`src/rtl/arcade_input_pkg.sv`:
```
// rtl/arcade_input_pkg.sv - shared state/player enums for the coin/start sequencer
package arcade_input_pkg;

  typedef enum logic [2:0] {IDLE, COIN, GAP, START, HOLD} state_t;
  typedef enum logic [1:0] {NONE, P1, P2} sel_t;

  function automatic int max4(input int a, input int b, input int c, input int d);
    int m;
    m = a;
    if (b > m) m = b;
    if (c > m) m = c;
    if (d > m) m = d;
    return m;
  endfunction

endpackage

```
`src/rtl/input_debounce.sv`:
```
// rtl/input_debounce.sv - 2-FF synchroniser plus ms-tick stability filter
module input_debounce #(
  parameter int DEB_MS = 5
) (
  input  logic clk_sys,
  input  logic reset_n,
  input  logic tick,
  input  logic raw,
  output logic level
);

  localparam int CW = $clog2(DEB_MS + 1);

  logic [1:0]    sync;
  logic [CW-1:0] cnt;

  always_ff @(posedge clk_sys or negedge reset_n) begin
    if (!reset_n) begin
      sync  <= '0;
      cnt   <= '0;
      level <= 1'b0;
    end else begin
      sync <= {sync[0], raw};
      // Any agreement with the filtered level restarts the stability window.
      if (sync[1] == level) begin
        cnt <= '0;
      end else if (cnt == CW'(DEB_MS)) begin
        level <= sync[1];
        cnt   <= '0;
      end else if (tick) begin
        cnt <= cnt + 1'b1;
      end
    end
  end

endmodule

```
`src/rtl/coin_start_sequencer.sv`:
```
// rtl/coin_start_sequencer.sv - debounced start/coin requests to timed coin-gap-start pulses
module coin_start_sequencer
  import arcade_input_pkg::*;
#(
  parameter int CLK_HZ   = 12_000_000,
  parameter int DEB_MS   = 5,
  parameter int COIN_MS  = 100,
  parameter int GAP_MS   = 200,
  parameter int START_MS = 100,
  parameter int HOLD_MS  = 500
) (
  input  logic clk_sys,
  input  logic reset_n,
  input  logic req_start1,
  input  logic req_start2,
  input  logic req_coin,
  output logic coin1,
  output logic start1,
  output logic start2,
  output logic busy
);

  localparam int CYC_MS = CLK_HZ / 1000;
  localparam int PW     = (CYC_MS > 1) ? $clog2(CYC_MS) : 1;
  localparam int MAX_MS = max4(COIN_MS, GAP_MS, START_MS, HOLD_MS);
  localparam int TW     = $clog2(MAX_MS * CYC_MS);

  logic [PW-1:0] pcnt;
  logic          tick;

  assign tick = (pcnt == PW'(CYC_MS - 1));

  always_ff @(posedge clk_sys or negedge reset_n) begin
    if (!reset_n) pcnt <= '0;
    else          pcnt <= tick ? '0 : pcnt + 1'b1;
  end

  // Bit 0: player 1, bit 1: player 2, bit 2: coin button.
  logic [2:0] level, level_q, rise;

  input_debounce #(.DEB_MS(DEB_MS)) u_deb_start1 (
    .clk_sys(clk_sys), .reset_n(reset_n), .tick(tick), .raw(req_start1), .level(level[0])
  );
  input_debounce #(.DEB_MS(DEB_MS)) u_deb_start2 (
    .clk_sys(clk_sys), .reset_n(reset_n), .tick(tick), .raw(req_start2), .level(level[1])
  );
  input_debounce #(.DEB_MS(DEB_MS)) u_deb_coin (
    .clk_sys(clk_sys), .reset_n(reset_n), .tick(tick), .raw(req_coin), .level(level[2])
  );

  always_ff @(posedge clk_sys or negedge reset_n) begin
    if (!reset_n) level_q <= '0;
    else          level_q <= level;
  end

  assign rise = level & ~level_q;

  state_t        state, nxt;
  sel_t          sel;
  logic [TW-1:0] timer;

  function automatic logic [TW-1:0] load(input state_t s);
    case (s)
      COIN:    return TW'(COIN_MS * CYC_MS - 1);
      GAP:     return TW'(GAP_MS * CYC_MS - 1);
      START:   return TW'(START_MS * CYC_MS - 1);
      HOLD:    return TW'(HOLD_MS * CYC_MS - 1);
      default: return '0;
    endcase
  endfunction

  always_comb begin
    nxt = state;
    case (state)
      IDLE:    if (|rise) nxt = COIN;
      COIN:    if (timer == '0) nxt = (sel != NONE) ? GAP : HOLD;
      GAP:     if (timer == '0) nxt = START;
      START:   if (timer == '0) nxt = HOLD;
      HOLD:    if (timer == '0) nxt = IDLE;
      default: nxt = IDLE;
    endcase
  end

  // Outputs are decoded from nxt so they change on the same edge as the state.
  always_ff @(posedge clk_sys or negedge reset_n) begin
    if (!reset_n) begin
      state  <= IDLE;
      sel    <= NONE;
      timer  <= '0;
      coin1  <= 1'b0;
      start1 <= 1'b0;
      start2 <= 1'b0;
      busy   <= 1'b0;
    end else begin
      state <= nxt;
      if (state == IDLE && nxt == COIN)
        sel <= rise[0] ? P1 : (rise[1] ? P2 : NONE);
      if (nxt != state)       timer <= load(nxt);
      else if (timer != '0)   timer <= timer - 1'b1;
      coin1  <= (nxt == COIN);
      start1 <= (nxt == START) && (sel == P1);
      start2 <= (nxt == START) && (sel == P2);
      busy   <= (nxt != IDLE);
    end
  end

endmodule

```
`config.mk`:
```
export PLATFORM = sky130hd
export DESIGN_NAME = coin_start_sequencer
export DESIGN_NICKNAME = d
export VERILOG_FILES = /design/src/rtl/arcade_input_pkg.sv /design/src/rtl/input_debounce.sv /design/src/rtl/coin_start_sequencer.sv
export SDC_FILE = /design/constraint.sdc
export NUM_CORES = 1
export LEC_CHECK = 0
export ABC_AREA = 1
export BUFFER_PORTS_ARGS = -buffer_cell sky130_fd_sc_hd__buf_4
export CORE_MARGIN = 1.5
export CORE_UTILIZATION = 55
export CTS_CLUSTER_SIZE = 12
export DETAILED_ROUTE_END_ITERATION = 6
export GPL_TIMING_DRIVEN = 0
export PLACE_DENSITY = 0.84
export RECOVER_POWER = 100
export SETUP_SLACK_MARGIN = 0.4
export SYNTH_ARGS = -nofsm -noshare
export SYNTH_HDL_FRONTEND = slang
export SYNTH_SLANG_ARGS = --single-unit
```
`constraint.sdc`:
```
create_clock -name clk_sys -period 5.65 [get_ports clk_sys]
set_input_delay 0.565 -clock clk_sys [delete_from_list [all_inputs] [get_ports clk_sys]]
set_output_delay 0.565 -clock clk_sys [all_outputs]
set_load 0.005 [all_outputs]
```
==> flow_metrics.py <==
metrics = {
    "setup_path": {
        "worstSetupStartpointType": "flop",
        "path_cells": "inv_1 > ha_1 > nand2_4 > nor2_1 > nand3_1 > clkinvlp_2 > nand3_1 > nand3_2 > nand2_1 > nand3_1 > clkinvlp_2 > buf_12 > a21oi_1",
        "reg2reg_slack_ns": 1.99,
        "crit_path_frequent_cell": "nand3_1",
        "rr_startpoint": "timer[0]",
        "path_class": "reg2reg",
        "crit_buf_inv": 4,
        "critPathRequiredTime_ns": 5.91,
        "r2r_cells": 13,
        "cpPeakStageDelay_ns": 0.46,
        "r2r_end": "timer[19]",
        "worst-endpoint-arrival_ns": 3.92,
        "path_max_fanout": 10,
        "cp_top_family": "simple AND/OR/NAND/NOR gates",
        "cp_slowest_cell": "nand3_1",
        "end_kind": "flop",
    },
    "synth": {
        "synth-main-ff-cell": "dfrtp_1",
        "avgSynthCellArea_um2": 8.68,
        "yosys-top-cells-count": "nand2_1, dfrtp_1, inv_1",
        "yosysTopAreaCellShare_pct": 47.7,
        "synth.net_count": 412,
        "ys_types": 38,
        "synth.cell_area_mm2": 0.00352,
        "synth_enable_flop_cells": 0,
        "ys_ff_latch": 67,
        "synthTopCellsByArea": "dfrtp_1, nand2_1, inv_1",
        "synth_top_area_cell": "dfrtp_1",
        "ys_async_sr_fraction_pct": 100,
        "yosysMostFrequentCell": "nand2_1",
        "synth_cells": 405,
        "ys_seq_area_share_pct": 47.7,
        "yosysWarnings": 0,
    },
    "sta": {
        "setup_slack_ns": 1.99,
        "fmax_mhz": 273,
        "finalClockSkew_ns": 0.00816,
        "finalSetupTns_ns": 0,
        "rsz0062_at_grt": "false",
        "setup_viol": 0,
        "slew_violations": 0,
        "post-route-period-util_pct": 64.7,
        "final.min_clock_period_ns": 3.66,
        "worst_hold_slack_ns": 0.322,
        "relSlewSlack_pct": 45.1,
        "hold_viol": 0,
        "worst_pin_slew_ns": 0.823,
    },
    "cts": {
        "post_cts_buffers": 0,
        "cts_max_path_buffers": 2,
        "clk_latency_ns": 0.33,
        "clockRootBuffer": "clkbuf_8",
        "ctsHoldBuffers": 0,
        "cts_tree": "built",
        "htreeDepth": 3,
        "post_cts_resized": 0,
        "path_clk_slew_ns": 0.08,
        "clock-sinks": 67,
        "cts_made_buffers": 9,
    },
    "detailed_routing": {
        "drtPass1Iterations": 4,
        "drc": 0,
        "routed_wl_um": 6460,
        "drt_first_iter_violations": 124,
        "num_vias": 2701,
        "drt.antenna.violating_nets": 0,
        "routedWlPerCell_um": 12.8,
        "routed_via_density": 5.36,
    },
    "final_layout": {
        "syn_to_final_growth_pct": 7.72,
        "nets": 431,
        "final_core_util_pct": 62.5,
        "fillers": 501,
        "drive_gt1_share_pct": 11.0,
        "finalNonFillerCells": 504,
        "n_antenna_cell": 0,
    },
    "outcome": {
        "status": "finished, final reports clean",
    },
    "die": {
        "core-area_mm2": 0.00606,
        "io_pins": 9,
        "die_area_mm2": 0.00688,
        "initial_core_util_pct": 58.0,
        "die_y_um": 83.0,
        "rows": 28,
        "dieWidth_um": 83.0,
    },
    "global_routing": {
        "gr-total-overflow": 0,
        "grt_max_degree": 68,
        "grt_use_total_pct": 20.8,
        "grt_pass1_wl_um": 11800,
        "antenna_found_initial": 0,
        "grt_pass1_vias": 2828,
    },
    "placement": {
        "globalplace.congestion": 0.837,
        "dp_slack_ns": 3.33,
        "dpl.cell_count": 488,
        "dpl.hpwl_um": 4610,
        "io_buffers": 8,
    },
    "pwr": {
        "vdd_drop_max_mv": 0.202,
        "p_leak_uw": 0.00184,
        "power.density_mw_per_mm2": 377,
    },
    "job": {
        "maxCapViolCount": 0,
    },
    "min_path": {
        "hp-class": "in2async",
    },
}
==> metrics by stage <==
stage / instance area [um2] / power (uW)
2_1_floorplan: 3520 / 931
3_3_place_gp: 3670 / 986
3_5_place_dp: 3670 / 1000
4_1_cts: 3900 / 1460
5_1_grt: 3790 / 1520
6_report: 3790 / 1430
==> placed cells by master, fill, tap and decap left out, types with 3 or more instances in the layout <==
cell type	count
nand2_1	75
dfrtp_1	67
inv_1	57
nor2_1	39
nand3_1	36
a21oi_1	19
o21ai_0	18
nor3_1	16
xnor2_1	13
xor2_1	12
clkbuf_8	11
clkbuf_4	7
nor2_2	5
o21a_1	5
nor2_4	4
nand4_1	4
o21bai_1	4
nand2_2	3
nor3b_1	3
a31oi_1	3
==> power by group <==
group	leakage [uW]	switching, uW	total, uW	internal [uW]
Combinational	0.000877	198	343	145
Sequential	0.000849	73.6	634	560
Clock	0.000113	177	450	272
==> worst max path at each step <==
stage / cells after the start / slack, ns / startpoint / end
after floorplan: 14 / 3.66 / timer[0] / timer[16]
after global placement: 12 / 3.36 / timer[0] / timer[19]
after detailed placement: 12 / 3.33 / timer[0] / timer[19]
after CTS: 12 / 3.31 / timer[0] / timer[16]
after global routing: 13 / 1.74 / timer[0] / timer[19]
final: 13 / 1.99 / timer[0] / timer[19]
==> routing by layer <==
metal / wire length [um] / track usage [%] / vias up / share of wire [%]
met5: 0 / 0 / - / 0
met4: 114 / 9.85 / 0 / 1.8
met3: 242 / 3.68 / 16 / 3.7
met2: 3150 / 35.6 / 50 / 49
li1: - / - / 1338 / -
met1: 2950 / 25.6 / 1297 / 46
==> final cells by class <==
| cell class | count | area (um2) | area share [%] |
|---|---|---|---|
| Buffer | 3 | 38.8 | 1.02 |
| Clock buffer | 12 | 155 | 4.10 |
| Clock inverter | 4 | 72.6 | 1.92 |
| Inverter | 59 | 224 | 5.91 |
| Multi-Input combinational cell | 276 | 1470 | 38.7 |
| Sequential cell | 67 | 1680 | 44.3 |
| Tap cell | 75 | 93.8 | 2.48 |
| Timing Repair Buffer | 8 | 60.1 | 1.59 |
==> logic make-up after synthesis <==
kind of cell | Yosys count | synth area share, %
adders and majority gates | 2 | 0.712
xor gates and xnor gates | 25 | 6.23
and+or+nand+nor | 196 | 28.2
buffers and inverters | 62 | 7.62
DFF | 67 | 47.7
AOI/OAI and AO/OA | 53 | 9.54
==> state kept, by name (all words and copies together) (netlist names), 3 cells and up <==
signal	count
u_deb_start1.cnt	3
u_deb_coin.cnt	3
pcnt	14
timer	23
u_deb_start2.cnt	3
state	3
level_q	3
No activity file was read; power rests on OpenSTA's default activity.
